===== src/rtl/extrema_scheduler_if.sv =====
// Control, checker and keypoint-stream signals of the extrema scheduler.
// EXTREMA_SCHED_COUNT_EN adds the kp_count accepted-record counter.
interface extrema_scheduler_if #(
  parameter int unsigned DIMENSION   = 4,
  parameter int unsigned NUM_OCTAVES = 3
);
  localparam int unsigned XW = $clog2(DIMENSION);
  localparam int unsigned OW = (NUM_OCTAVES > 1) ? $clog2(NUM_OCTAVES) : 1;
  localparam int unsigned KW = OW + 1 + 2 * XW;

  logic          start;
  logic          busy;
  logic          done;
  logic [OW-1:0] octave_sel;
  logic          chk_enable;
  logic [XW-1:0] chk_x;
  logic [XW-1:0] chk_y;
  logic          chk_first_ext;
  logic          chk_second_ext;
  logic          chk_done;
  logic          kp_valid;
  logic          kp_ready;
  logic [KW-1:0] kp_data;
  logic [7:0]    drop_count;
`ifdef EXTREMA_SCHED_COUNT_EN
  logic [15:0]   kp_count;

  modport slave (
    input  start, chk_x, chk_y, chk_first_ext, chk_second_ext, chk_done, kp_ready,
    output busy, done, octave_sel, chk_enable, kp_valid, kp_data, drop_count, kp_count
  );
  modport master (
    output start, chk_x, chk_y, chk_first_ext, chk_second_ext, chk_done, kp_ready,
    input  busy, done, octave_sel, chk_enable, kp_valid, kp_data, drop_count, kp_count
  );
`else
  modport slave (
    input  start, chk_x, chk_y, chk_first_ext, chk_second_ext, chk_done, kp_ready,
    output busy, done, octave_sel, chk_enable, kp_valid, kp_data, drop_count
  );
  modport master (
    output start, chk_x, chk_y, chk_first_ext, chk_second_ext, chk_done, kp_ready,
    input  busy, done, octave_sel, chk_enable, kp_valid, kp_data, drop_count
  );
`endif
endinterface


===== src/rtl/extrema_scheduler.sv =====
// Runs one extrema-check pass per octave and buffers keypoint records in a FIFO.
// Optional feature macro: EXTREMA_SCHED_COUNT_EN (kp_count output).
module extrema_scheduler #(
  parameter int unsigned DIMENSION   = 4,
  parameter int unsigned NUM_OCTAVES = 3,
  parameter int unsigned FIFO_DEPTH  = 8
) (
  input logic                clk,
  input logic                rst_in,
  extrema_scheduler_if.slave bus_io
);
  localparam int unsigned XW = $clog2(DIMENSION);
  localparam int unsigned OW = (NUM_OCTAVES > 1) ? $clog2(NUM_OCTAVES) : 1;
  localparam int unsigned KW = OW + 1 + 2 * XW;
  localparam int unsigned AW = $clog2(FIFO_DEPTH);
  localparam logic [OW-1:0] LastOct = OW'(NUM_OCTAVES - 1);
  localparam logic [AW:0]   FullCnt = (AW + 1)'(FIFO_DEPTH);

  typedef enum logic [2:0] {StIdle, StLaunch, StWait, StNext, StDrain, StFin} state_e;

  state_e        state_q;
  logic          busy_q, done_q, chk_enable_q;
  logic [OW-1:0] octave_q;

  logic          skid_valid_q, skid_valid_d;
  logic [KW-1:0] skid_data_q, skid_data_d;
  logic [KW-1:0] mem_q [FIFO_DEPTH];
  logic [AW-1:0] wr_ptr_q, rd_ptr_q;
  logic [AW:0]   count_q;
  logic [7:0]    drop_count_q, drop_count_d;

  logic          run_start, capture, fifo_full, pop, push_req, push;
  logic [KW-1:0] rec0, rec1, push_data;
  logic [1:0]    drop_inc;
  logic [8:0]    drop_sum;

  assign run_start = (state_q == StIdle) && bus_io.start;
  assign capture   = (state_q == StWait);
  assign rec0      = {octave_q, 1'b0, bus_io.chk_x, bus_io.chk_y};
  assign rec1      = {octave_q, 1'b1, bus_io.chk_x, bus_io.chk_y};
  assign fifo_full = (count_q == FullCnt);
  assign pop       = (count_q != '0) && bus_io.kp_ready;

  // One FIFO write per cycle: a pending skid record wins over fresh strobes.
  always_comb begin
    skid_valid_d = skid_valid_q;
    skid_data_d  = skid_data_q;
    push_req     = 1'b0;
    push_data    = rec0;
    drop_inc     = 2'd0;
    if (skid_valid_q) begin
      push_req     = 1'b1;
      push_data    = skid_data_q;
      skid_valid_d = 1'b0;
      if (capture) begin
        drop_inc = {1'b0, bus_io.chk_first_ext} + {1'b0, bus_io.chk_second_ext};
      end
    end else if (capture) begin
      if (bus_io.chk_first_ext) begin
        push_req = 1'b1;
        if (bus_io.chk_second_ext) begin
          skid_valid_d = 1'b1;
          skid_data_d  = rec1;
        end
      end else if (bus_io.chk_second_ext) begin
        push_req  = 1'b1;
        push_data = rec1;
      end
    end
    push = push_req && (!fifo_full || pop);
    if (push_req && !push) begin
      drop_inc = drop_inc + 2'd1;
    end
    drop_sum     = {1'b0, drop_count_q} + {7'd0, drop_inc};
    drop_count_d = run_start ? 8'd0 : (drop_sum[8] ? 8'hFF : drop_sum[7:0]);
  end

  always_ff @(posedge clk) begin
    if (rst_in) begin
      state_q      <= StIdle;
      busy_q       <= 1'b0;
      done_q       <= 1'b0;
      chk_enable_q <= 1'b0;
      octave_q     <= '0;
    end else begin
      done_q       <= 1'b0;
      chk_enable_q <= 1'b0;
      unique case (state_q)
        StIdle: begin
          if (bus_io.start) begin
            state_q      <= StLaunch;
            busy_q       <= 1'b1;
            chk_enable_q <= 1'b1;
            octave_q     <= '0;
          end
        end
        StLaunch: state_q <= StWait;
        StWait: begin
          if (bus_io.chk_done) state_q <= StNext;
        end
        StNext: begin
          if (octave_q == LastOct) begin
            state_q <= StDrain;
          end else begin
            octave_q     <= octave_q + 1'b1;
            chk_enable_q <= 1'b1;
            state_q      <= StLaunch;
          end
        end
        StDrain: begin
          if ((count_q == '0) && !skid_valid_q) begin
            state_q <= StFin;
            done_q  <= 1'b1;
          end
        end
        StFin: begin
          busy_q  <= 1'b0;
          state_q <= StIdle;
        end
        default: state_q <= StIdle;
      endcase
    end
  end

  always_ff @(posedge clk) begin
    if (rst_in) begin
      skid_valid_q <= 1'b0;
      wr_ptr_q     <= '0;
      rd_ptr_q     <= '0;
      count_q      <= '0;
      drop_count_q <= '0;
    end else begin
      skid_valid_q <= skid_valid_d;
      skid_data_q  <= skid_data_d;
      drop_count_q <= drop_count_d;
      if (push) wr_ptr_q <= wr_ptr_q + 1'b1;
      if (pop) rd_ptr_q <= rd_ptr_q + 1'b1;
      if (push && !pop) begin
        count_q <= count_q + 1'b1;
      end else if (!push && pop) begin
        count_q <= count_q - 1'b1;
      end
    end
  end

  always_ff @(posedge clk) begin
    if (push) mem_q[wr_ptr_q] <= push_data;
  end

`ifdef EXTREMA_SCHED_COUNT_EN
  logic [15:0] kp_count_q;

  always_ff @(posedge clk) begin
    if (rst_in || run_start) begin
      kp_count_q <= '0;
    end else if (push && (kp_count_q != 16'hFFFF)) begin
      kp_count_q <= kp_count_q + 16'd1;
    end
  end

  assign bus_io.kp_count = kp_count_q;
`endif

  assign bus_io.busy       = busy_q;
  assign bus_io.done       = done_q;
  assign bus_io.chk_enable = chk_enable_q;
  assign bus_io.octave_sel = octave_q;
  assign bus_io.kp_valid   = (count_q != '0);
  assign bus_io.kp_data    = mem_q[rd_ptr_q];
  assign bus_io.drop_count = drop_count_q;
endmodule


===== src/flat_wrapper.sv =====
// flat-port wrapper written by rule: the top's interface ports become plain ports
module extrema_scheduler_flat 
#(
  parameter int unsigned DIMENSION   = 4,
  parameter int unsigned NUM_OCTAVES = 3,
  parameter int unsigned FIFO_DEPTH  = 8
)
  (clk, rst_in, bus_io_start, bus_io_chk_x, bus_io_chk_y, bus_io_chk_first_ext, bus_io_chk_second_ext, bus_io_chk_done, bus_io_kp_ready, bus_io_busy, bus_io_done, bus_io_octave_sel, bus_io_chk_enable, bus_io_kp_valid, bus_io_kp_data, bus_io_drop_count);
  extrema_scheduler_if #(.DIMENSION(DIMENSION), .NUM_OCTAVES(NUM_OCTAVES)) bus_io_i ();
  input logic clk;
  input logic rst_in;
  input wire logic [$bits(bus_io_i.start)-1:0] bus_io_start;
  input wire logic [$bits(bus_io_i.chk_x)-1:0] bus_io_chk_x;
  input wire logic [$bits(bus_io_i.chk_y)-1:0] bus_io_chk_y;
  input wire logic [$bits(bus_io_i.chk_first_ext)-1:0] bus_io_chk_first_ext;
  input wire logic [$bits(bus_io_i.chk_second_ext)-1:0] bus_io_chk_second_ext;
  input wire logic [$bits(bus_io_i.chk_done)-1:0] bus_io_chk_done;
  input wire logic [$bits(bus_io_i.kp_ready)-1:0] bus_io_kp_ready;
  output wire logic [$bits(bus_io_i.busy)-1:0] bus_io_busy;
  output wire logic [$bits(bus_io_i.done)-1:0] bus_io_done;
  output wire logic [$bits(bus_io_i.octave_sel)-1:0] bus_io_octave_sel;
  output wire logic [$bits(bus_io_i.chk_enable)-1:0] bus_io_chk_enable;
  output wire logic [$bits(bus_io_i.kp_valid)-1:0] bus_io_kp_valid;
  output wire logic [$bits(bus_io_i.kp_data)-1:0] bus_io_kp_data;
  output wire logic [$bits(bus_io_i.drop_count)-1:0] bus_io_drop_count;
  assign bus_io_i.start = bus_io_start;
  assign bus_io_i.chk_x = bus_io_chk_x;
  assign bus_io_i.chk_y = bus_io_chk_y;
  assign bus_io_i.chk_first_ext = bus_io_chk_first_ext;
  assign bus_io_i.chk_second_ext = bus_io_chk_second_ext;
  assign bus_io_i.chk_done = bus_io_chk_done;
  assign bus_io_i.kp_ready = bus_io_kp_ready;
  assign bus_io_busy = bus_io_i.busy;
  assign bus_io_done = bus_io_i.done;
  assign bus_io_octave_sel = bus_io_i.octave_sel;
  assign bus_io_chk_enable = bus_io_i.chk_enable;
  assign bus_io_kp_valid = bus_io_i.kp_valid;
  assign bus_io_kp_data = bus_io_i.kp_data;
  assign bus_io_drop_count = bus_io_i.drop_count;
  extrema_scheduler #(.DIMENSION(DIMENSION), .NUM_OCTAVES(NUM_OCTAVES), .FIFO_DEPTH(FIFO_DEPTH)) u_core (.clk(clk), .rst_in(rst_in), .bus_io(bus_io_i));
endmodule

===== config.mk =====
export PLATFORM = sky130hd
export DESIGN_NAME = extrema_scheduler_flat
export DESIGN_NICKNAME = d
export VERILOG_FILES = /design/src/rtl/extrema_scheduler_if.sv /design/src/rtl/extrema_scheduler.sv /design/src/flat_wrapper.sv
export SDC_FILE = /design/constraint.sdc
export NUM_CORES = 1
export LEC_CHECK = 0
export CORE_MARGIN = 2
export CORE_UTILIZATION = 45
export DETAILED_ROUTE_END_ITERATION = 8
export PLACE_DENSITY = 0.66
export SLEW_MARGIN = 15
export SYNTH_ARGS = -nofsm -noshare
export SYNTH_HDL_FRONTEND = slang
export SYNTH_SLANG_ARGS = --single-unit

===== constraint.sdc =====
create_clock -name clk -period 6.3 [get_ports clk]
set_input_delay 1.26 -clock clk [delete_from_list [all_inputs] [get_ports clk]]
set_output_delay 1.26 -clock clk [all_outputs]
set_load 0.02 [all_outputs]

======== Word-level counts from Yosys, hierarchy flattened ========
Memories as Yosys holds them, arrays and structs flattened. A register that Yosys moved wholly into a read port is not among the register bits.
Index checks and enable logic that the tools add are counted.
word-level totals
  register bits ........................... 33
  input bits .............................. 11
  word-level logic and storage cells ...... 93
  memory bits (writable) .................. 56
  memories ................................ 1
cells by class
  equality and inequality tests ........... 11
  reduce and logical (&&, ||, !) cells .... 25
  $add $sub $neg .......................... 8
  bitwise logic cells ..................... 5
  muxes and demuxes ....................... 32
memories
  memory        words  width  rd ports  clocked after Yosys merged registers in  write ports  line                     RTL
  u_core.mem_q  8      7      1         1                                        1            extrema_scheduler.sv:27  logic [KW-1:0] mem_q [FIFO_DEPTH];
operator list
  cell                                                             count
  3-bit two-way mux                                                6
  5-bit two-way mux                                                3
  3-bit case mux with 5 select lines                               1
  1-bit two-way mux                                                10
  2-bit two-way mux                                                5
  8-bit by 2-bit adder with 9-bit output                           1
  4-bit two-way mux                                                2
  8-bit two-way mux                                                1
  1-bit logical AND                                                7
  7-bit two-way mux                                                1
  3-bit by 1-bit adder with 3-bit output, second input constant    2
  3-bit by 2-bit == test with 1-bit output, second input constant  2
  3-bit == test, second input constant                             2
  2-bit != test, second input constant                             3
  3-bit AND reduction                                              2
  2-bit nonzero test                                               3
  1-bit NOT                                                        5
  5-bit AND reduction                                              1
  2-bit by 1-bit adder with 2-bit output, second input constant    2
  4-bit by 1-bit adder with 4-bit output, second input constant    1
  4-bit == test, second input constant                             1
  1-bit zero test                                                  4
  4-bit zero test                                                  1
  1-bit case mux with 2 select lines                               2
  12 further kinds                                                 13

======== Longest topological paths before layout ========
Gate-level depths: netlist of the first run.
  depth after elaboration ................. 10
  depth in mapped cells ................... 12
  depth with buffers taken out ............ 12

======== Worst setup path before layout of the first run ========
No wires, ideal clock.
  path type ............................... input to register
  start point ............................. in bus_io_chk_second_ext
  end point ............................... reg u_core.count_q[3]
  path slack .............................. 2.908 ns
  stages .................................. 12
  arrival time ............................ 3.271 ns
  required time ........................... 6.179 ns
  buffers on the path ..................... 0
  library setup time ...................... 0.121 ns
  cell sequence ........................... inv_1 ha_1 nor4b_4 o22ai_4 inv_1 ha_1 inv_1 ha_1 a21oi_1 a211oi_1 a31oi_1 mux2_2
between the ends
  word-level cells in the longest chain between the ends .. 8
RTL lines
  item                                 line                      RTL
  from (decl)                          flat_wrapper.sv:16        input wire logic [$bits(bus_io_i.chk_second_ext)-1:0] bus_io_chk_second_ext;
  1-bit two-way mux (*)                extrema_scheduler.sv:65   end else if (bus_io.chk_second_ext) begin
  1-bit two-way mux (*)                extrema_scheduler.sv:59   if (bus_io.chk_first_ext) begin
  1-bit two-way mux (*)                extrema_scheduler.sv:58   end else if (capture) begin
  1-bit two-way mux (*)                extrema_scheduler.sv:51   if (skid_valid_q) begin
  1-bit logical AND (*)                extrema_scheduler.sv:70   push = push_req && (!fifo_full || pop);
  named net u_core.push                extrema_scheduler.sv:32   logic run_start, capture, fifo_full, pop, push_req, push;
  1-bit zero test                      extrema_scheduler.sv:140  end else if (!push && pop) begin
  1-bit logical AND                    extrema_scheduler.sv:140
  2-bit nonzero test (no source line)  n/a
  to (signal assigned)                 extrema_scheduler.sv:139  count_q <= count_q + 1'b1;
  to (signal assigned)                 extrema_scheduler.sv:141  count_q <= count_q - 1'b1;
  to (decl)                            extrema_scheduler.sv:29   logic [AW:0] count_q;
Mark *: on every way through the listed nets, which the timed path passes. The rest lies on a longest branch.
A chain may end at the register's enable or synchronous reset.

==> impl_metrics.ini, run 1 <==
[outcome]
status = completed

[global_routing]
grt_pass1_wl_um = 11390
grt_use_total = 0.1517
antenna_found_initial = 0
grt_pass1_vias = 2263
grt_overflow = 0
grt_max_degree = 23

[logic_synthesis]
avgSynthCellArea_um2 = 14.04
synthArstFlopShare = 0
ys_seq_area_frac = 0.6156
yosys.area.top_type_share = 0.4654
synth_top_cell_by_area = edfxtp_1
synthFlopType = edfxtp_1
yosys.area_share.simple = 0.1185
ys_ff_latch = 92
synth_top_family_by_area = multiplexers
synth_edf_count = 62
synth_compound_area_frac = 0.04504
ys_top_cells_by_area = edfxtp_1, dfxtp_1, mux4_2
yosys-mux-area-fraction = 0.1257
synthXorXnorAreaFrac = 0.02190
ys_types = 45
synthCells = 285
synth_fa_ha_area_frac = 0.04442
synth_area_um2 = 4000
synth_fp_nets = 309
synth_warnings = 0

[sta]
fin_tns_setup_ns = 0
finalHoldViolCount = 0
tightest_slew_ns = 1.087
clock_skew_ns = 0.01146
rsz0062_at_grt = false
maxSlewViolCount = 0
setup_viol_count_final = 0
timing.fmax_mhz = 249.3
fin_crit_ns = 4.012
worst_slew_margin_rel = 0.2698
fin_crit_sh = 0.6368

[min_path]
hp-class = register to register

[clock_network]
cts.sinks = 92
numCtsBuffers = 9
root_buffer = clkbuf_8
cts_setup_buffers = 0
clk_latency_ns = 0.35
cts_tree = built
clkTransAtPathRegs_ns = 0.08
ctsHoldBuffers = 0
cts-resized-gates = 0
clock_path_buffers = 2
cts_max_level = 3

[floorplan]
fp-row-count = 34
core_area_um2 = 8678
fp.dieArea_um2 = 9659
ioPinCount = 32
initial_utilization = 0.4609
die_y_um = 98.28
die_x_um = 98.28

[power]
p_leak_nw = 1.540
vdd_ir_drop_max_mv = 0.1547
pwr_density_cell_nw_per_um2 = 333.5

[worst_setup_path]
crit_chain = mux4_2 > mux2_2 > clkdlybuf4s50_1
start_kind = register
crit_type = register to output pin
critical_path_buf_inv_count = 1
cp.arrival_ns = 2.75
crit_family = flip-flops
max_stage_delay_ns = 0.97
critPathMaxFanout = 14
required_ns = 5.04
slowest_stage = dfxtp_1
endpoint_kind = output pin

[routing]
drtAntennaViolNets = 0
wire_per_inst_um = 16.23
drt-total-wl_um = 6963
dr.first_iter.drc_count = 116
avgViaCountPerCell = 5.315
drc = 0
vias = 2280
first_pass_iters = 4

[finish]
layout.core_utilization = 0.5332
diodes = 0
area_delta_synth_final_pct = 15.67
drive_gt1_frac = 0.1682
nets = 340

[run]
max-cap-violations = 0

[placement]
io_buffer_count = 31
gp_routability_congestion = 0.8076
dp_hpwl_um = 4618
-- per-stage QoR --
stage,setup slack (ns),cell area [um^2],hold slack (ns),instances,power [W]
final,2.288,4627,0.4972,429,0.001543
after global routing,2.066,4627,0.5092,429,0.001622
after CTS,2.192,4627,0.4940,429,0.001562
after detailed placement,2.163,4393,0.4689,413,0.001103
after global placement,2.215,4393,0.4786,413,0.001099
after floorplan,2.908,4000,0.4541,285,0.001019
-- layout make-up --
| cell class | count | area [um^2] |
|---|---|---|
| Timing Repair Buffer | 34 | 332.8 |
| Clock buffer | 11 | 131.4 |
| Fill cell | 743 | 4051 |
| Sequential cell | 92 | 2462 |
| Tap cell | 108 | 135.1 |
| Multi-Input combinational cell | 170 | 1429 |
| Clock inverter | 5 | 102.6 |
| Inverter | 9 | 33.78 |
-- layout by cell type (no fill, tap or decap), types with 3 or more instances in the layout --
master	n
clkbuf_8	9
inv_1	9
mux2i_1	3
nor2b_1	4
mux2_2	14
nor2_1	29
bufinv_16	3
xnor2_1	7
nand2_1	10
dfxtp_1	30
nand3_1	7
and3_1	3
buf_4	3
ha_1	11
edfxtp_1	62
xor2_1	3
clkdlybuf4s50_1	31
a21oi_1	14
mux4_2	14
nand2b_1	3
o21ai_0	4
nor3_1	11
-- worst reg2reg max path: cells and delay by family, from the launching register on --
| kind | cells | cell delay (ns) |
|---|---|---|
| AO/OA/AOI/OAI | 3 | 0.45 |
| adder cells (fa/ha/maj) | 2 | 0.50 |
| buffers and inverters | 1 | 0.09 |
| flip-flops | 1 | 0.38 |
| multiplexers | 1 | 0.35 |
| AND/OR/NAND/NOR | 2 | 0.88 |
-- kinds of logic after synthesis --
group	after synthesis
flops	92
simple gates	88
mux	31
compound gates	28
buf+inv	23
fa+ha+maj	13
xor+xnor	10
-- layer usage --
metal / wire length, um / share of wire / vias to the layer above / track usage
met4: 142 / 0.020 / 0 / 0.06112
met2: 3329 / 0.48 / 40 / 0.2329
met1: 3253 / 0.47 / 1108 / 0.2138
met5: 0 / 0 / - / 0
li1: - / - / 1120 / -
met3: 237 / 0.034 / 12 / 0.03006
-- registers in the layout, indices dropped and copies added (netlist names), 2 cells and up, named ones only --
register,flops
u_core.bus_io.drop_count,8
u_core.bus_io.octave_sel,2
u_core.count_q,4
u_core.mem_q,56
u_core.rd_ptr_q,3
u_core.skid_data_q,6
u_core.state_q,3
u_core.wr_ptr_q,3
-- Yosys cell counts, types with 2 or more instances --
master	number
edfxtp_1	62
dfxtp_1	30
nor2_1	29
a21oi_1	14
mux2_2	14
mux4_2	14
ha_1	11
nor3_1	11
nand2_1	10
inv_1	9
nand3_1	7
xnor2_1	7
buf_2	5
clkbuf_1	4
nor2b_1	4
o21ai_0	4
and3_1	3
buf_6	3
mux2i_1	3
nand2b_1	3
nor4_1	3
xor2_1	3
a31oi_1	2
buf_1	2
fa_1	2
nand4_1	2
nor3b_1	2
nor4b_1	2
o21bai_1	2
or2_2	2
or3_1	2
-- worst paths after layout --
path	startpoint	slack, ns	depth (start not counted)	to
max	register	2.29	3	bus_io_kp_data[5]
min	u_core.bus_io.busy$_SDFFE_PP0P_	0.50	2	u_core.bus_io.busy$_SDFFE_PP0P_
max reg2reg	u_core.count_q[0]$_SDFFE_PP0P_	3.55	9	u_core.count_q[3]$_SDFFE_PP0P_
min reg2reg	u_core.bus_io.busy$_SDFFE_PP0P_	0.50	2	u_core.bus_io.busy$_SDFFE_PP0P_
-- power by group --
| group | internal [W] | switching, W |
|---|---|---|
| combinational | 0.000192 | 0.000155 |
| sequential | 0.000673 | 0.0000617 |
| clock | 0.000264 | 0.000196 |
| total | 0.00113 | 0.000413 |
(Power assumes the default switching activity.)
==> run 2: changes to the inputs <==
clock period = 4.1 ns   (was 6.3 ns; I/O delays follow)
==> impl_metrics.ini, run 2 (synthesis gave the netlist of run 1 again) <==
[outcome]
status = completed

[global_routing]
grt_pass1_wl_um = 11320
grt_pass1_vias = 2259
grt_use_total = 0.1534
grt_max_degree = 23
grt_overflow = 0
antenna_found_initial = 0

[clock_network]
clock_path_buffers = 2
ctsHoldBuffers = 0
numCtsBuffers = 9
cts.sinks = 92
cts-resized-gates = 0
cts_max_level = 3
cts_tree = built
clkTransAtPathRegs_ns = 0.09
root_buffer = clkbuf_8
cts_setup_buffers = 0
clk_latency_ns = 0.36

[worst_setup_path]
cp.arrival_ns = 3.59
endpoint = u_core.count_q[3]$_SDFFE_PP0P_
max_stage_delay_ns = 0.51
endpoint_kind = register
r2r_cells = 9
r2r_start = u_core.count_q[0]$_SDFFE_PP0P_
required_ns = 4.35
critical_path_buf_inv_count = 4
crit_type = primary input to register
cp-startpoint = bus_io_chk_second_ext
reg2reg_slack_ns = 1.34
slowest_stage = clkdlybuf4s50_1
crit_family = buffers and inverters
crit_chain = clkdlybuf4s50_1 > inv_1 > ha_1 > nor4b_4 > o22ai_4 > inv_1 > ha_1 > inv_1 > ha_1 > a21oi_1 > a211oi_1 > a31oi_1 > mux2_2
regToRegEndpoint = u_core.count_q[3]$_SDFFE_PP0P_
critPathMaxFanout = 10
start_kind = primary input
worstSetupPathDepth = 13

[routing]
wire_per_inst_um = 15.90
first_pass_iters = 4
vias = 2325
dr.first_iter.drc_count = 141
drc = 0
drt-total-wl_um = 6934
avgViaCountPerCell = 5.333
drtAntennaViolNets = 0

[sta]
fin_tns_setup_ns = 0
worst_slew_margin_rel = 0.4161
setup_viol_count_final = 0
fin_crit_ns = 3.344
timing.fmax_mhz = 299.1
maxSlewViolCount = 0
finalHoldViolCount = 0
rsz0062_at_grt = false
fin_crit_sh = 0.8155
tightest_slew_ns = 0.8667
clock_skew_ns = 0.01025

[floorplan]
fp-row-count = 34
die_y_um = 98.28
core_area_um2 = 8678
fp.dieArea_um2 = 9659
die_x_um = 98.28
initial_utilization = 0.4609
ioPinCount = 32

[power]
p_leak_nw = 1.577
pwr_density_cell_nw_per_um2 = 504.0
vdd_ir_drop_max_mv = 0.2065

[finish]
top_register = u_core.mem_q
drive_gt1_frac = 0.1921
area_delta_synth_final_pct = 16.64
final_common_cell = edfxtp_1
largest_reg_flops = 56
final_cell_area_um2 = 4666
layout_common_cells = edfxtp_1, clkdlybuf4s50_1, dfxtp_1, nor2_1
diodes = 0
nets = 347

[placement]
gp_routability_congestion = 0.7507
dp_hpwl_um = 4693
placed_area_um2 = 4439
io_buffer_count = 31

[min_path]
hp-class = register to register

[run]
max-cap-violations = 0
-- run 2: changes by cell type in the layout (fill, tap and decap cells not counted), sizes merged --
| cell | change |
|---|---|
| bufinv | -1 |
| clkinv | -1 |
| buf | +7 |
| inv | +4 |
| clkbuf | -2 |
-- run 2: cell type report --
| cell class | count | area [um^2] |
|---|---|---|
| clock buffers | 9 | 123.9 |
| clock inverters | 7 | 102.6 |
| fillers | 744 | 4013 |
| inverters | 9 | 33.78 |
| multi-input cells | 170 | 1423 |
| flip-flops and latches | 92 | 2462 |
| well taps | 108 | 135.1 |
| repair buffers | 41 | 385.4 |
-- run 2: per-stage QoR --
step / total power [W] / hold slack, ns / setup WS [ns] / util / std cells
2_1_floorplan: 0.001566 / 0.4541 / 1.148 / - / 285
3_3_place_gp: 0.001700 / 0.4770 / 0.4594 / 0.5115 / 420
3_5_place_dp: 0.001703 / 0.4800 / 0.3988 / 0.5115 / 420
4_1_cts: 0.002387 / 0.5014 / 0.7830 / 0.5376 / 436
5_1_grt: 0.002474 / 0.5301 / 0.5295 / 0.5376 / 436
6_report: 0.002351 / 0.4993 / 0.7563 / 0.5376 / 436
-- run 2: report_power, final --
group | internal [W] | switching, W | leakage, nW
clock network | 0.000353 | 0.000326 | 0.117
registers | 0.00103 | 0.0000578 | 0.813
logic | 0.000304 | 0.000276 | 0.647
total | 0.00169 | 0.000660 | 1.58
-- run 2: per-layer routing --
layer,vias up,routed length [um],share of wire,GRT usage
met4,0,113,0.016,0.06322
met5,-,0,0,0
met3,10,240,0.035,0.03436
met2,47,3402,0.49,0.2486
li1,1137,-,-,-
met1,1131,3178,0.46,0.2010
-- run 2: worst min path at each step --
stage	start	end	slack (ns)	cells after the start
final	u_core.bus_io.busy$_SDFFE_PP0P_	u_core.bus_io.busy$_SDFFE_PP0P_	0.50	2
after global routing	u_core.bus_io.busy$_SDFFE_PP0P_	u_core.bus_io.busy$_SDFFE_PP0P_	0.53	2
after CTS	u_core.bus_io.busy$_SDFFE_PP0P_	u_core.bus_io.busy$_SDFFE_PP0P_	0.50	2
after floorplan	u_core.rd_ptr_q[1]$_SDFFE_PP0P_	register	0.45	2
after detailed placement	u_core.bus_io.octave_sel[0]$_SDFFE_PP0P_	u_core.skid_data_q[5]$_DFFE_PP_	0.48	0
after global placement	u_core.rd_ptr_q[1]$_SDFFE_PP0P_	u_core.rd_ptr_q[1]$_SDFFE_PP0P_	0.48	2
-- run 2: worst min-delay path, delay by kind of cell (launching register included) --
family / cells / cell delay, ns
flip-flops: 1 / 0.33
AO/OA/AOI/OAI: 2 / 0.13
==> run 3: changes to the inputs <==
PLACE_DENSITY = 0.69   (was 0.66)
clock period = 2.8 ns   (was 4.1 ns; I/O delays follow)
==> impl_metrics.ini, run 3 (synthesis gave the netlist of run 1 again) <==
[routing]
dr.first_iter.drc_count = 105
avgViaCountPerCell = 5.222
met3_length_um = 238
drtAntennaViolNets = 0
met2WireLength_um = 3507
drc = 0
top_layer = met4
wire_per_inst_um = 15.34
vias = 2371
drt-met1-wl_um = 3171
first_pass_iters = 4
drt-total-wl_um = 6966

[worst_setup_path]
endpoint_kind = register
critPathMaxFanout = 4
crit_type = primary input to register
reg2reg_slack_ns = 0.32
r2r_cells = 9
start_kind = primary input
required_ns = 3.04
cp.arrival_ns = 2.96

[clock_network]
cts_tree = built
cts_max_level = 3
root_buffer = clkbuf_8
cts.sinks = 92
cts_setup_buffers = 0
ctsHoldBuffers = 0
clkTransAtPathRegs_ns = 0.08
clock_path_buffers = 2
numCtsBuffers = 9
clk_latency_ns = 0.35

[floorplan]
die_y_um = 98.28
core_area_um2 = 8678
fp-row-count = 34
initial_utilization = 0.4609
fp.dieArea_um2 = 9659
die_x_um = 98.28
ioPinCount = 32

[power]
sequentialPowerShare = 0.473
pwr_density_cell_nw_per_um2 = 696.4
power_w = 0.003343
clkPwrFrac = 0.229
pwr-share-comb = 0.297
p_leak_nw = 1.675
intPower_w = 0.002368
swShare = 0.2917
p_switching_w = 0.0009754
vdd_ir_drop_max_mv = 0.3372

[finish]
final_common_cell = edfxtp_1
top_register = u_core.mem_q
drive_gt1_frac = 0.2486
area_delta_synth_final_pct = 20.02
nets = 365
fillers = 725
diodes = 0
largest_reg_flops = 56
layout_common_cells = edfxtp_1, dfxtp_1, nor2_1, buf_4, clkdlybuf4s50_1

[sta]
setup_viol_count_final = 0
finalHoldViolCount = 0
rsz0062_at_grt = true
tightest_slew_ns = 0.9150
fin_tns_setup_ns = 0
maxSlewViolCount = 0
worst_slew_margin_rel = 0.3836
clock_skew_ns = 0.008496
timing.fmax_mhz = 367.9
fin_crit_ns = 2.718
fin_crit_sh = 0.9708

[min_path]
hp-class = register to register
holdPathStages = 2

[placement]
io_buffer_count = 31
dp_hpwl_um = 4805
gp_routability_congestion = 0.7574

[global_routing]
grt_overflow = 0
antenna_found_initial = 0
grt_max_degree = 21
grt_pass1_wl_um = 11880
grt_pass1_vias = 2410
grt_use_total = 0.1575

[outcome]
status = completed

[run]
max-cap-violations = 0
[run 3: path summary, 6_finish.rpt]
check                                  startpoint                                endpoint
hold / removal    u_core.rd_ptr_q[1]$_SDFFE_PP0P_                                register
hold reg to reg   u_core.rd_ptr_q[1]$_SDFFE_PP0P_                                register
setup / recovery            bus_io_chk_second_ext          u_core.count_q[3]$_SDFFE_PP0P_
setup reg to reg   u_core.count_q[0]$_SDFFE_PP0P_  u_core.bus_io.drop_count[5]$_SDFF_PP0_
[run 3: repair_timing]
action | CTS | global route
pin swaps | 1 | 2
cloned | 0 | 0
resized for setup | 6 | 9
endpoints found under the hold margin | 0 | 0
endpoints found under the setup margin | 4 | 8
[run 3: per-layer routing]
layer,GRT usage,vias up
li1,-,1168
met2,0.2611,43
met5,0,-
met1,0.2047,1155
met3,0.04581,5
met4,0.04110,0
[run 3: worst max-delay path: stages]
cell and delay (ns):
clkdlybuf4s50_1 0.47, inv_1 0.06, ha_2 0.20, nor4b_4 0.26, o22ai_4 0.11, inv_1 0.07, ha_1 0.17, inv_2 0.07
ha_1 0.30, nand3_2 0.10, a211oi_2 0.06, a31oi_1 0.16, mux2_2 0.35
[run 3: cell type report]
type	count	area (um^2)	share of cell area
repair buffers	59	539.3	0.1123
clock buffers	11	131.4	0.02737
flip-flops and latches	92	2462	0.5129
well taps	108	135.1	0.02815
multi-input cells	170	1461	0.3044
inverters	9	33.78	0.007037
clock inverters	5	37.54	0.007819
[run 3: per-stage QoR]
| step | instances | instance area, um^2 | util | hold slack, ns | setup slack, ns |
|---|---|---|---|---|---|
| 2_1_floorplan | 285 | 4000 | - | 0.4541 | 0.1078 |
| 3_3_place_gp | 438 | 4587 | 0.5285 | 0.4737 | -0.3886 |
| 3_5_place_dp | 438 | 4587 | 0.5285 | 0.4748 | -0.4383 |
| 4_1_cts | 454 | 4771 | 0.5497 | 0.5027 | 0.001283 |
| 5_1_grt | 454 | 4801 | 0.5532 | 0.5470 | -0.06412 |
| 6_report | 454 | 4801 | 0.5532 | 0.5008 | 0.08168 |
[run 3: power groups by stage]
stage	logic, W	clock network, W	registers [W]
final	0.000995	0.000767	0.00158
after detailed placement	0.000975	0	0.00161
after global routing	0.00109	0.000846	0.00160
after floorplan	0.000695	0	0.00160
after CTS	0.000985	0.000794	0.00158
after global placement	0.000961	0	0.00161
